===== src/rtl/fetch_unit_if.sv =====
// Instruction-memory read channel between fetch_unit (master) and the memory (slave).
interface fetch_unit_if #(
    parameter int unsigned DWIDTH = 32
);
    logic              imem_req;
    logic [DWIDTH-1:0] imem_addr;
    logic              imem_ack;
    logic [DWIDTH-1:0] imem_rdata;

    modport master (
        output imem_req,
        output imem_addr,
        input  imem_ack,
        input  imem_rdata
    );

    modport slave (
        input  imem_req,
        input  imem_addr,
        output imem_ack,
        output imem_rdata
    );
endinterface


===== src/rtl/fetch_unit.sv =====
// Single-outstanding instruction fetch unit: IDLE -> FETCH -> VALID loop with branch/jump PC update.
// Define FETCH_MISALIGN_CHECK_EN to halt with a sticky fetch_err on a misaligned next PC.
module fetch_unit #(
    parameter int unsigned       DWIDTH   = 32,
    parameter logic [DWIDTH-1:0] RESET_PC = '0
) (
    input  logic              clk,
    input  logic              rst,
    fetch_unit_if.master      imem,
    output logic              instr_valid,
    input  logic              instr_ready,
    output logic [DWIDTH-1:0] Instr,
    output logic [6:0]        OP,
    output logic [2:0]        funct3,
    output logic [6:0]        funct7,
    output logic [DWIDTH-1:0] PC,
    output logic [DWIDTH-1:0] PCPlus4,
    input  logic              Branch,
    input  logic              Jump,
    input  logic              Zero,
    input  logic [DWIDTH-1:0] ImmExt,
    output logic              fetch_err
);

    typedef enum logic [1:0] {
        IDLE,
        FETCH,
        VALID,
        HALT
    } state_e;

    localparam logic [DWIDTH-1:0] PC_STEP = DWIDTH'(4);
    localparam logic [DWIDTH-1:0] NOP     = DWIDTH'(32'h0000_0013);

    state_e            state_q, state_d;
    logic [DWIDTH-1:0] pc_q, pc_d;
    logic [DWIDTH-1:0] instr_q, instr_d;
    logic [DWIDTH-1:0] next_pc;
    logic              take;

`ifdef FETCH_MISALIGN_CHECK_EN
    logic err_q, err_d;
`endif

    // Additions wrap modulo 2^DWIDTH by construction.
    assign take    = Jump | (Branch & Zero);
    assign next_pc = take ? (pc_q + ImmExt) : (pc_q + PC_STEP);

    always_comb begin
        state_d = state_q;
        pc_d    = pc_q;
        instr_d = instr_q;
`ifdef FETCH_MISALIGN_CHECK_EN
        err_d   = err_q;
`endif
        unique case (state_q)
            IDLE: state_d = FETCH;
            FETCH: begin
                if (imem.imem_ack) begin
                    instr_d = imem.imem_rdata;
                    state_d = VALID;
                end
            end
            VALID: begin
                if (instr_ready) begin
`ifdef FETCH_MISALIGN_CHECK_EN
                    if (next_pc[1:0] != 2'b00) begin
                        state_d = HALT;
                        err_d   = 1'b1;
                    end else begin
                        pc_d    = next_pc;
                        state_d = FETCH;
                    end
`else
                    pc_d    = next_pc;
                    state_d = FETCH;
`endif
                end
            end
            HALT: state_d = HALT;
            default: state_d = IDLE;
        endcase
    end

    always_ff @(posedge clk) begin
        if (rst) begin
            state_q <= IDLE;
            pc_q    <= RESET_PC;
            instr_q <= NOP;
`ifdef FETCH_MISALIGN_CHECK_EN
            err_q   <= 1'b0;
`endif
        end else begin
            state_q <= state_d;
            pc_q    <= pc_d;
            instr_q <= instr_d;
`ifdef FETCH_MISALIGN_CHECK_EN
            err_q   <= err_d;
`endif
        end
    end

    assign imem.imem_req  = (state_q == FETCH);
    assign imem.imem_addr = pc_q;
    assign instr_valid    = (state_q == VALID);
    assign Instr          = instr_q;
    assign PC             = pc_q;
    assign PCPlus4        = pc_q + PC_STEP;
    assign OP             = instr_q[6:0];
    assign funct3         = instr_q[14:12];
    assign funct7         = instr_q[31:25];

`ifdef FETCH_MISALIGN_CHECK_EN
    assign fetch_err = err_q;
`else
    assign fetch_err = 1'b0;
`endif

endmodule


===== src/flat_wrapper.sv =====
// flat-port wrapper written by rule: the top's interface ports become plain ports
module fetch_unit_flat 
#(
    parameter int unsigned       DWIDTH   = 32,
    parameter logic [DWIDTH-1:0] RESET_PC = '0
)
  (clk, rst, instr_valid, instr_ready, Instr, OP, funct3, funct7, PC, PCPlus4, Branch, Jump, Zero, ImmExt, fetch_err, imem_imem_req, imem_imem_addr, imem_imem_ack, imem_imem_rdata);
  fetch_unit_if #(.DWIDTH(DWIDTH)) imem_i ();
  input  logic clk;
  input  logic rst;
  output logic instr_valid;
  input  logic instr_ready;
  output logic [DWIDTH-1:0] Instr;
  output logic [6:0] OP;
  output logic [2:0] funct3;
  output logic [6:0] funct7;
  output logic [DWIDTH-1:0] PC;
  output logic [DWIDTH-1:0] PCPlus4;
  input  logic Branch;
  input  logic Jump;
  input  logic Zero;
  input  logic [DWIDTH-1:0] ImmExt;
  output logic fetch_err;
  output wire logic [$bits(imem_i.imem_req)-1:0] imem_imem_req;
  output wire logic [$bits(imem_i.imem_addr)-1:0] imem_imem_addr;
  input wire logic [$bits(imem_i.imem_ack)-1:0] imem_imem_ack;
  input wire logic [$bits(imem_i.imem_rdata)-1:0] imem_imem_rdata;
  assign imem_imem_req = imem_i.imem_req;
  assign imem_imem_addr = imem_i.imem_addr;
  assign imem_i.imem_ack = imem_imem_ack;
  assign imem_i.imem_rdata = imem_imem_rdata;
  fetch_unit #(.DWIDTH(DWIDTH), .RESET_PC(RESET_PC)) u_core (.clk(clk), .rst(rst), .imem(imem_i), .instr_valid(instr_valid), .instr_ready(instr_ready), .Instr(Instr), .OP(OP), .funct3(funct3), .funct7(funct7), .PC(PC), .PCPlus4(PCPlus4), .Branch(Branch), .Jump(Jump), .Zero(Zero), .ImmExt(ImmExt), .fetch_err(fetch_err));
endmodule

===== config.mk =====
export PLATFORM = sky130hd
export DESIGN_NAME = fetch_unit_flat
export DESIGN_NICKNAME = d
export VERILOG_FILES = /design/src/rtl/fetch_unit_if.sv /design/src/rtl/fetch_unit.sv /design/src/flat_wrapper.sv
export SDC_FILE = /design/constraint.sdc
export NUM_CORES = 1
export LEC_CHECK = 0
export CAP_MARGIN = 20
export CORE_MARGIN = 2
export CORE_UTILIZATION = 25
export CTS_CLUSTER_SIZE = 8
export DETAILED_ROUTE_END_ITERATION = 6
export PLACE_DENSITY = 0.52
export SYNTH_ARGS = -nofsm -noshare
export SYNTH_HDL_FRONTEND = slang
export SYNTH_SLANG_ARGS = --single-unit

===== constraint.sdc =====
create_clock -name clk -period 8.3 [get_ports clk]
set_input_delay 1.66 -clock clk [delete_from_list [all_inputs] [get_ports clk]]
set_output_delay 1.66 -clock clk [all_outputs]
set_load 0.005 [all_outputs]

* Yosys cells after proc, flatten, opt, wreduce, memory -nomap -nowiden *
Cells that the tools add are included.

word-level totals
  input port bits = 71
  flip-flop bits (word level) = 66
  logic and storage cells = 20
  output and inout bits = 148

operators by class
  muxes and demuxes = 4
  bitwise logic cells = 2
  add/sub/neg operators = 2
  reduce and logical (&&, ||, !) cells = 4
  equality and inequality tests = 5

operators with widths
  cell                                           number
  adder 32 x 3 -> 32 bit, second input constant  1
  adder 32 bit                                   1
  two-way mux 32 bit                             1
  case mux 2 bit (4 select lines)                1
  AND reduction 2 bit                            3
  == test 2 bit, second input constant           2
  two-way mux 2 bit                              2
  != test 2 x 1 -> 1 bit, second input constant  2
  == test 2 x 1 -> 1 bit, second input constant  1
  logical NOT 2 bit                              1
  AND 1 bit                                      1
  bitwise OR 1 bit                               1

* Longest topological paths before layout *
  depth in word-level cells = 3
  depth in mapped cells = 10
  depth with buffers taken out = 10

* Worst setup path after synthesis *
OpenSTA, ideal clock, no wires.

  path type = in2reg
  start point = in ImmExt[0]
  end point = reg u_core.pc_q[28], in the netlist u_core.PC[28]
  path buffers = 0
  setup slack = 4.475 ns
  arrival = 3.692 ns
  setup time = 0.133 ns
  stages = 10
  required time = 8.167 ns
  cell sequence = ha_1 fa_1 a21o_1 a221oi_2 o31a_4 o21a_4 o21ai_2 nor3b_2 o31ai_1 a31oi_1

between the ends
  cells in the longest elaborated chain, start to end = 2

ends and longest elaborated chain
  element               line                text
  from (decl)           flat_wrapper.sv:22  input logic [DWIDTH-1:0] ImmExt;
  adder 32 bit          fetch_unit.sv:47    assign next_pc = take ? (pc_q + ImmExt) : (pc_q + PC_STEP);
  two-way mux 32 bit    fetch_unit.sv:47
  to (signal assigned)  fetch_unit.sv:95    pc_q <= pc_d;
  to (decl)             fetch_unit.sv:36    logic [DWIDTH-1:0] pc_q, pc_d;

No other way between the ends.
A chain may end at the register's enable or synchronous reset.

* Worst setup path in the final report *
  start point = reg u_core.pc_q[2], in the netlist u_core.PC[2]
  end point = out PCPlus4[28]

between the ends
  cells in the longest elaborated chain, start to end = 1

ends and longest elaborated chain
  element                 line                text
  adder 32 x 3 -> 32 bit  fetch_unit.sv:108   assign PCPlus4 = pc_q + PC_STEP;
  to (decl)               flat_wrapper.sv:18  output logic [DWIDTH-1:0] PCPlus4;

No other way between the ends.

==> summary by stage <==
Run status
The run finished with clean final reports.

STA
For the final database, setup skew stands at 0.00884 ns. For the pin with the worst max-slew slack, the measured transition is 0.734 ns. The number of hold violations in the final report is 0. The normalized max-slew margin is 0.510. Dividing the final minimum period by the clock period gives 0.581. Summed over all failing endpoints, the final setup total negative slack is 0 ns. The maximum clock frequency is slightly above 200 MHz. Setup repair after global routing left no endpoint under its margin. The final number of max-transition violations came to 0. The final critical delay including setup and external delays is 4.82 ns.

The total of endpoints with negative setup slack in the final report is 0.

Route
The remaining antenna violation count is 0. The first TritonRoute pass finished after 5 iterations. The detailed-route via count is between 5000 and 6000.

The total wire length after detailed routing is 19400 um. Using the TritonRoute via totals, the vias-per-cell ratio works out to 4.84. In the final routed layout, each cell accounts on average for between 15 and 20 um.

The number of DRC violations after detailed routing is 0. After the first detailed-routing iteration, the DRC count stood at approximately 280.

Clock network
The tree is rooted in a sky130_fd_sc_hd__clkbuf_16. The number of clock sinks is 66. The number of cells upsized or downsized after cts is 0. The maximum buffer depth of the clock tree is 2. The CTS H-tree depth is 3. The post-cts hold buffer count is 0. Clock-pin slew was measured on the worst setup and hold paths at 0.06 ns. In this run, CTS created clock tree buffers numbering 9. The setup fix buffers added after clock tree synthesis is 0.

Clock latency on the worst-skew pair, taken at its later pin, is 0.34 ns. TritonCTS built the clock tree.

Floorplan
The die is about 150 um tall. The placeable core region is 21600 um2. Measured along the x axis, the die boundary spans 152 um. The floorplan die area is 23000 um2. 219 I/O pins were placed. The floorplan has 54 rows.

The starting density of the core is 0.252.

Hold path
The kind of path behind the tightest hold check is flip-flop to flip-flop. Counting instances, the worst hold path has a depth of 2. The endpoint with the worst hold slack is u_core.Instr[7]. The worst hold path begins at u_core.Instr[7].

Yosys
The library cell with the largest summed area after synthesis is sky130_fd_sc_hd__dfxtp_1. The number of synthesized flops with an enable pin is 0. The unique cell type count in the Yosys netlist is 73.

The number of synthesized register bits is 66. The sequential fraction of the synthesis area is 0.242. The net count after synthesis is 840. Sorting the synthesized cells by area gives the leading types as sky130_fd_sc_hd__dfxtp_1 24%, sky130_fd_sc_hd__a21oi_1 8.7%, sky130_fd_sc_hd__nand2_1 8.5%, sky130_fd_sc_hd__buf_4 7.4%, sky130_fd_sc_hd__ha_1 7.3%. The area fraction of the dominant cell type after synthesis is 0.242. The summed instance area of the synthesized netlist is 5460 um2.

The synthesis warning total is 0. The dominant synthesized flop cell is sky130_fd_sc_hd__dfxtp_1. The number of cells produced by synthesis is 736.

Dividing the synthesized area by the synthesized cell count gives 7.41 um2. In the synthesized netlist the async set-or-reset flop fraction comes to 0.

Global route
The number of antenna violations at the first check in global routing is 1. The total congestion overflow is 0. For this run, the total global-route usage over all layers was measured as 0.165. The first global-routing pass estimated between 20000 and 30000 um of wire. The number of global-route vias before repair was 5412. The maximum number of pins on one net before global-route repair is 60.

Pwr
The power density normalized to cell area is 126 nW/um2. IR analysis of the VDD net gives a maximum drop of 101 uV. The static leakage power is 2.96 nW. The completed layout was analyzed and its total power is 0.982 mW.

Layout
From synthesis to final layout, the design area changed by 42.3%. The number of standard cells in the layout, taps in and fillers out is 1161. The multi-input combinational cells in the finished layout cover a total of around 3500 um2. The number of nets in the layout is just under 1000. Leaving out fill and tap cells, the most frequent cell in the layout is sky130_fd_sc_hd__clkdlybuf4s50_1. The storage element area is 1320 um2. In the layout the commonest cells are 216 x sky130_fd_sc_hd__clkdlybuf4s50_1, 123 x sky130_fd_sc_hd__nand2_1, 94 x sky130_fd_sc_hd__a21oi_1. The number of antenna repair diodes is 0. Of the cells placed in the final design, the portion with a size suffix greater than 1 is 0.0636.

Counting the fill cells in the layout gives 2352.

Setup path
In this run the worst path has a maximum fanout of 9. On the critical path, the stage with the largest delay is an instance of sky130_fd_sc_hd__clkdlybuf4s50_1. The type of destination of the critical path is a primary output. The worst register-to-register path ends at u_core.PC[28].

Data on the critical path arrives at its endpoint at approximately 3.2 ns. The count of cells along the worst register-to-register path is 10. At the worst endpoint, the required time is between 6 and 7 ns. The largest incremental delay on the critical path is 0.55 ns. The startpoint class of the critical path is a flip-flop. The reg-to-reg critical path startpoint is u_core.PC[0]. The critical path goes through ha_1, nand4_1, nor2_1, and3_1, nor2b_1, nand3_1, xnor2_1, clkdlybuf4s50_1. In this run the register-to-register setup slack is 5.39 ns. The class of the most critical setup path is flip-flop to primary output.

Place
In this run, placement finished with an instance count of 1146. The final weighted congestion in routability-driven placement is between 0.7 and 0.8. Once detailed placement completed, the half-perimeter wirelength came to 14500 um. The number of buffers added on ports is ~220.

Run
Max-cap violations in this run came to 0.
==> worst max-delay path: cells and delay by family, from the launching register on <==
kind                       cells  cell delay [ns]
xor gates and xnor gates       1             0.17
buffers and inverters          1             0.55
adders and majority gates      1             0.30
and+or+nand+nor                5             1.31
DFF                            1             0.50
==> area by class of cell <==
cell class	count	area share
Clock inverter	5	0.0102
Inverter	13	0.00629
Clock buffer	10	0.0308
Sequential cell	66	0.170
Timing Repair Buffer	224	0.288
Tap cell	280	0.0451
Multi-Input combinational cell	563	0.449
==> flip-flops by register name (all words and copies together), names as in the netlist <==
signal          cells
u_core.Instr       32
u_core.state_q      2
u_core.PC          32
==> report_power, final <==
| part | total [mW] | leakage (nW) | switching [mW] | internal, mW |
|---|---|---|---|---|
| combinational | 0.214 | 2.26 | 0.0994 | 0.114 |
| clock | 0.424 | 0.158 | 0.155 | 0.269 |
| sequential | 0.344 | 0.536 | 0.0146 | 0.329 |
==> cells in the mapped netlist (13+ instances only) <==
library cell and count:
sky130_fd_sc_hd__nand2_1 123, sky130_fd_sc_hd__a21oi_1 95, sky130_fd_sc_hd__dfxtp_1 66, sky130_fd_sc_hd__buf_4 54, sky130_fd_sc_hd__nor2_1 46, sky130_fd_sc_hd__xnor2_1 36, sky130_fd_sc_hd__clkbuf_1 33, sky130_fd_sc_hd__ha_1 32
sky130_fd_sc_hd__o21ai_0 32, sky130_fd_sc_hd__nand3_1 26, sky130_fd_sc_hd__a21o_1 15, sky130_fd_sc_hd__xor2_1 15, sky130_fd_sc_hd__inv_1 13
==> how the worst max path moves through the flow <==
stage / start / endpoint / slack, ns / cells past startpoint
final: u_core.PC[2] / PCPlus4[28] / 3.48 / 8
after global routing: u_core.PC[2] / PCPlus4[28] / 3.06 / 8
after CTS: u_core.PC[2] / PCPlus4[28] / 3.41 / 8
after detailed placement: ImmExt[0] / u_core.PC[28] / 3.73 / 11
after global placement: ImmExt[0] / u_core.PC[28] / 3.79 / 11
after floorplan: ImmExt[0] / u_core.PC[28] / 4.47 / 10
==> stage by stage <==
step | utilization | setup slack [ns] | hold WS, ns | area, um2
after detailed placement | 0.344 | 3.73 | 0.448 | 7450
after CTS | 0.359 | 3.41 | 0.457 | 7760
after floorplan | - | 4.47 | 0.453 | 5460
after global routing | 0.359 | 3.06 | 0.474 | 7760
after global placement | 0.343 | 3.79 | 0.443 | 7420
final | 0.359 | 3.48 | 0.453 | 7760
==> logic make-up after synthesis <==
logic type	count (synthesis)	synth area share
multiplexers	2	0.00367
buffers and inverters	107	0.120
adder cells (fa/ha/maj)	33	0.0770
XOR/XNOR	51	0.0819
flip-flops	66	0.242
AND/OR/NAND/NOR	257	0.216
other	1	0.000687
AO/OA/AOI/OAI	219	0.259
==> layer usage <==
metal  GRT usage  share of wire  vias to the layer above
met4      0.0523          0.018                        2
met1       0.213           0.46                     2552
met3      0.0371          0.076                       21
met5           0        0.00062                        -
met2       0.272           0.44                      224
li1            -              -                     2826
(Power assumes the default switching activity.)
